--- src/rtl/blockade_input_cond.sv ---
// Input conditioner: sync + debounce raw controls, frame-aligned coin pulse, pack active-low in1/in2 (optional SOCD cleaning: BLOCKADE_SOCD_EN).
// Latency: raw edge to in2 is DEBOUNCE_CYCLES+3 clk_sys cycles; coin pulse starts one cycle after the first vblank rise after acceptance.
// Backpressure: none; outputs refresh every cycle, presses arriving while the coin FSM is busy are dropped.
module blockade_input_cond #(
    parameter logic [15:0] DEBOUNCE_CYCLES   = 16'd1024,
    parameter int          COIN_PULSE_FRAMES = 3
) (
    input  logic       clk_sys,
    input  logic       reset_n,
    input  logic [8:0] inputs,
    input  logic       vblank,
    input  logic [2:0] dip_lives,
    output logic [7:0] in1,
    output logic [7:0] in2,
    output logic [7:0] coin_count,
    output logic       coin_busy
);

    localparam logic [1:0] IDLE    = 2'd0;
    localparam logic [1:0] ARMED   = 2'd1;
    localparam logic [1:0] ACTIVE  = 2'd2;
    localparam logic [1:0] HOLDOFF = 2'd3;
    localparam logic [3:0] PULSE_FRAMES = 4'(COIN_PULSE_FRAMES);

    logic [8:0]  sync1;
    logic [8:0]  sync2;
    logic [8:0]  deb;
    logic [15:0] deb_cnt [9];

    always_ff @(posedge clk_sys or negedge reset_n) begin
        if (!reset_n) begin
            sync1 <= '0;
            sync2 <= '0;
            deb   <= '0;
            for (int i = 0; i < 9; i++) deb_cnt[i] <= '0;
        end else begin
            sync1 <= inputs;
            sync2 <= sync1;
            for (int i = 0; i < 9; i++) begin
                if (sync2[i] == deb[i]) begin
                    deb_cnt[i] <= '0;
                end else if (deb_cnt[i] == DEBOUNCE_CYCLES - 16'd1) begin
                    deb[i]     <= sync2[i];
                    deb_cnt[i] <= '0;
                end else begin
                    deb_cnt[i] <= deb_cnt[i] + 16'd1;
                end
            end
        end
    end

    // clean[] keeps the raw input bit numbering; dir[] is the in2 packing order
    logic [7:0] clean;
    logic [7:0] dir;
`ifdef BLOCKADE_SOCD_EN
    logic p1_lr, p1_ud, p2_lr, p2_ud;
    always_comb begin
        p1_lr = deb[0] & deb[1];
        p1_ud = deb[2] & deb[3];
        p2_lr = deb[4] & deb[5];
        p2_ud = deb[6] & deb[7];
        clean = deb[7:0] & ~{p2_ud, p2_ud, p2_lr, p2_lr, p1_ud, p1_ud, p1_lr, p1_lr};
    end
`else
    assign clean = deb[7:0];
`endif
    assign dir = {clean[5], clean[6], clean[4], clean[7], clean[1], clean[2], clean[0], clean[3]};

    logic       vblank_q;
    logic       vb_rise;
    logic       dc_q;
    logic       coin_rise;
    logic [1:0] state;
    logic [3:0] frames;
    logic       coin_q;
    logic [7:0] in2_q;
    logic [7:0] count_q;

    assign vb_rise   = vblank & ~vblank_q;
    assign coin_rise = deb[8] & ~dc_q;

    always_ff @(posedge clk_sys or negedge reset_n) begin
        if (!reset_n) begin
            vblank_q <= 1'b0;
            dc_q     <= 1'b0;
            state    <= IDLE;
            frames   <= '0;
            count_q  <= '0;
            coin_q   <= 1'b0;
            in2_q    <= 8'hFF;
        end else begin
            vblank_q <= vblank;
            dc_q     <= deb[8];
            coin_q   <= (state == ACTIVE);
            in2_q    <= ~dir;
            case (state)
                IDLE: if (coin_rise) begin
                    state   <= ARMED;
                    count_q <= count_q + 8'd1;
                end
                ARMED: if (vb_rise) begin
                    state  <= ACTIVE;
                    frames <= PULSE_FRAMES;
                end
                // leaving on the 1->0 decrement keeps the pulse exactly PULSE_FRAMES frames long
                ACTIVE: if (vb_rise) begin
                    frames <= frames - 4'd1;
                    if (frames == 4'd1) state <= HOLDOFF;
                end
                default: if (!deb[8]) state <= IDLE;
            endcase
        end
    end

    assign in1        = {~coin_q, ~dip_lives, 4'b1011};
    assign in2        = in2_q;
    assign coin_count = count_q;
    assign coin_busy  = (state != IDLE);

endmodule

--- config.mk ---
export PLATFORM = sky130hd
export DESIGN_NAME = blockade_input_cond
export DESIGN_NICKNAME = d
export VERILOG_FILES = /design/src/rtl/blockade_input_cond.sv
export SDC_FILE = /design/constraint.sdc
export NUM_CORES = 1
export LEC_CHECK = 0
export CAP_MARGIN = 0
export CORE_UTILIZATION = 40
export DETAILED_ROUTE_END_ITERATION = 8
export GPL_TIMING_DRIVEN = 0
export PLACE_DENSITY_LB_ADDON = 0.25
export SLEW_MARGIN = 10
export SYNTH_ARGS = -nofsm -noshare
export SYNTH_HDL_FRONTEND = slang
export SYNTH_SLANG_ARGS = --single-unit
export TNS_END_PERCENT = 20
--- constraint.sdc ---
create_clock -name clk_sys -period 4.3 [get_ports clk_sys]
set_clock_uncertainty 0.15 [all_clocks]
set_input_delay 0.645 -clock clk_sys [delete_from_list [all_inputs] [get_ports clk_sys]]
set_output_delay 0.645 -clock clk_sys [all_outputs]
set_load 0.01 [all_outputs]
==> results.cfg <==
[run_status]
status = finished clean

[logic_synthesis]
synthTopCellsByCount = nor2_1, dfrtp_1, xnor2_1
avgSynthCellArea_sq_um = 10.5
synth_area_leaders = dfrtp_1, xnor2_1, nor2_1
yosysSeqAreaShare_pct = 54.9
netlist_area_sq_um = 8950
yosysMostFrequentCell = nor2_1
synth-main-ff-cell = dfrtp_1
syn_inst = 855
synth.distinct_cells = 42
synth_top_area_cell = dfrtp_1
yosysWarnings = 0
ys_ff_latch = 196
synth-async-reset-ratio_pct = 100
synth.top_cell.area_share_pct = 52.6
synth-edff-count = 0

[worst_setup_path]
critPathLaunchType = flip-flop
critical_path_required_ns = 3.50
critPathMaxFanout = 3
reg2regPathDepth = 6
cp_data_arrival_time_ns = 1.73
cp-end-kind = primary output
crit_type = flip-flop to primary output

[cells_and_area]
drive_gt1_share_pct = 9.95
diodes = 0
area_growth_pct = 15.1
fin_area_sq_um = 10300
fin_nets = 942

[die]
ios = 40
core_sq_um = 21900
dieWidth_microns = 152
dieArea_sq_um = 23000
fp.dieH_microns = 152
start_util_pct = 40.9
fp-row-count = 54

[route]
dr.max_layer_used = met4
vias_per_cell = 4.85
wl_met2_mm = 6.53
first_pass_iters = 5
wire_per_inst_microns = 12.0
drtAntennaViolNets = 0
first_iter_violations = 223
vias = 5846
drc_errors = 0
postRouteWirelength_mm = 14.5
drt-met1-wl_mm = 7.42
wl_met3_microns = 371

[timing]
holdWs_ns = 0.0840
worstMarginPinSlew_ns = 0.690
hold_viol_final = 0
post-route-min-period_ns = 2.53
slew_headroom_pct = 54.0
finalCritPeriodShare_pct = 58.8
slew_viol_final = 0
rsz0062_at_grt = no
setup_violations = 0
max_freq_mhz = 395

[clocking]
ctsLongestPathBuffers = 2
cts.clk_slew.worst_paths_ns = 0.07
clock-sinks = 196
holdBufCountCts = 0
cts_root_buffer = clkbuf_16
cts_tree = built
ctsHtreeMaxLevel = 4
clk-insertion-delay-late_ns = 0.43
cts_resized = 0
cts_buffers = 17
cts_setup_buffers = 0

[global_routing]
grt_antenna_before_repair = 0
grt_overflow = 0
track_usage_pct = 14.0
grt_pass1_wl_mm = 26.0
grt_max_degree = 108
grt_pass1_vias = 5677

[power_and_ir_drop]
max-vdd-ir-drop_uv = 237
p_leak_nw = 4.22
power.density_nw_per_um2 = 356

[placement]
placement.io_buffers = 35
hpwl_mm = 9.54
placed_area_sq_um = 9690
gp_congestion = 0.773

[worst_hold_path]
hold_class = input pin to async pin

[run]
drv_cap = 0
[worst paths after layout]
path	slack, ns	start	endpoint
min in group clk_sys	0.20	sync1[2]$_DFF_PN0_	sync2[2]$_DFF_PN0_
worst max register to register	2.28	deb_cnt[128]$_DFF_PN0_	deb_cnt[140]$_DFF_PN0_
worst min register to register	0.20	sync1[2]$_DFF_PN0_	sync2[2]$_DFF_PN0_
max in group asynchronous	2.96	reset_n	deb_cnt[135]$_DFF_PN0_
worst max-delay path	1.77	state[0]$_DFFE_PN0P_	coin_busy
worst min-delay path	0.08	reset_n	deb_cnt[90]$_DFF_PN0_
[placed cells by master, fill, tap and decap left out, types with 2 or more instances in the layout]
master / netlist / routed
or3_4: 2 / 2
xor2_1: 22 / 22
bufinv_16: 0 / 3
clkbuf_1: 1 / 2
nand2_1: 40 / 40
and3_1: 2 / 2
mux2_2: 12 / 12
clkdlybuf4s50_1: 0 / 34
nor3_2: 5 / 5
xnor2_1: 119 / 119
nor2_1: 196 / 196
buf_4: 9 / 9
nor3_1: 21 / 21
clkbuf_8: 0 / 2
a41o_2: 6 / 6
inv_6: 0 / 2
inv_1: 45 / 45
o21ai_4: 2 / 2
clkbuf_16: 0 / 17
o21ai_0: 3 / 3
dfrtp_1: 188 / 188
conb_1: 2 / 4
clkinv_4: 0 / 2
nor2b_1: 3 / 3
clkinv_2: 0 / 4
nand4_1: 29 / 29
nand4_2: 5 / 5
ha_1: 15 / 15
buf_6: 4 / 4
a22o_1: 2 / 2
nand4_4: 2 / 2
nor4_1: 46 / 46
nand3_1: 51 / 51
dfstp_2: 8 / 8
[worst max-delay path, stage by stage (launching register included)]
cell             delay [ns]
dfrtp_1                0.35
inv_1                  0.07
ha_1                   0.22
inv_1                  0.12
clkdlybuf4s50_1        0.55
[cell families (layout without fill, tap and decap cells)]
kind of cell	Yosys count	after routing	share of synthesized area, %
AO/OA/AOI/OAI	22	22	2.29
multiplexers	12	12	1.51
AND/OR/NAND/NOR	408	408	22.1
flip-flops	196	196	54.9
XOR/XNOR	141	141	13.8
buffers and inverters	59	127	3.19
other	2	4	0.0839
adder cells (fa/ha/maj)	15	15	2.10
[sequential cells by signal (all words and copies together), names as in the netlist]
register and count:
coin_count 8, coin_q 1, dc_q 1, deb 9, deb_cnt 144, frames 4, in2 8, state 2
sync1 9, sync2 9, vblank_q 1
[final cells by class]
cell class / instances / area (sq um)
Sequential cell: 196 / 4910
Timing Repair Buffer: 36 / 383
Fill cell: 2055 / 11600
Inverter: 45 / 169
Tap cell: 280 / 350
Clock buffer: 20 / 457
Clock inverter: 12 / 153
Buffer: 14 / 116
Multi-Input combinational cell: 602 / 3760
[per-layer routing]
layer / global-route usage [%] / vias to the layer above
li1: - / 2978
met1: 19.1 / 2797
met2: 22.3 / 63
met3: 3.41 / 8
met4: 3.86 / 0
met5: 0 / -
[per-stage QoR]
step	instances	setup TNS, ns	total power (W)	utilization [%]	setup slack [ns]
after floorplan	857	0	0.00200	-	2.49
after global placement	1172	-1132.18	0.00207	44.1	-5.90
after global routing	1205	0	0.00382	47.0	1.66
after CTS	1205	0	0.00372	47.0	1.73
final	1205	0	0.00367	47.0	1.77
after detailed placement	1173	0	0.00207	44.3	1.82
[power breakdown]
group	internal, W	leakage (nW)	switching [W]
logic	0.0000523	1.28	0.0000848
registers	0.00187	2.64	0.0000215
clock network	0.000949	0.301	0.000690
total	0.00287	4.22	0.000796
(Power assumes the default switching activity.)
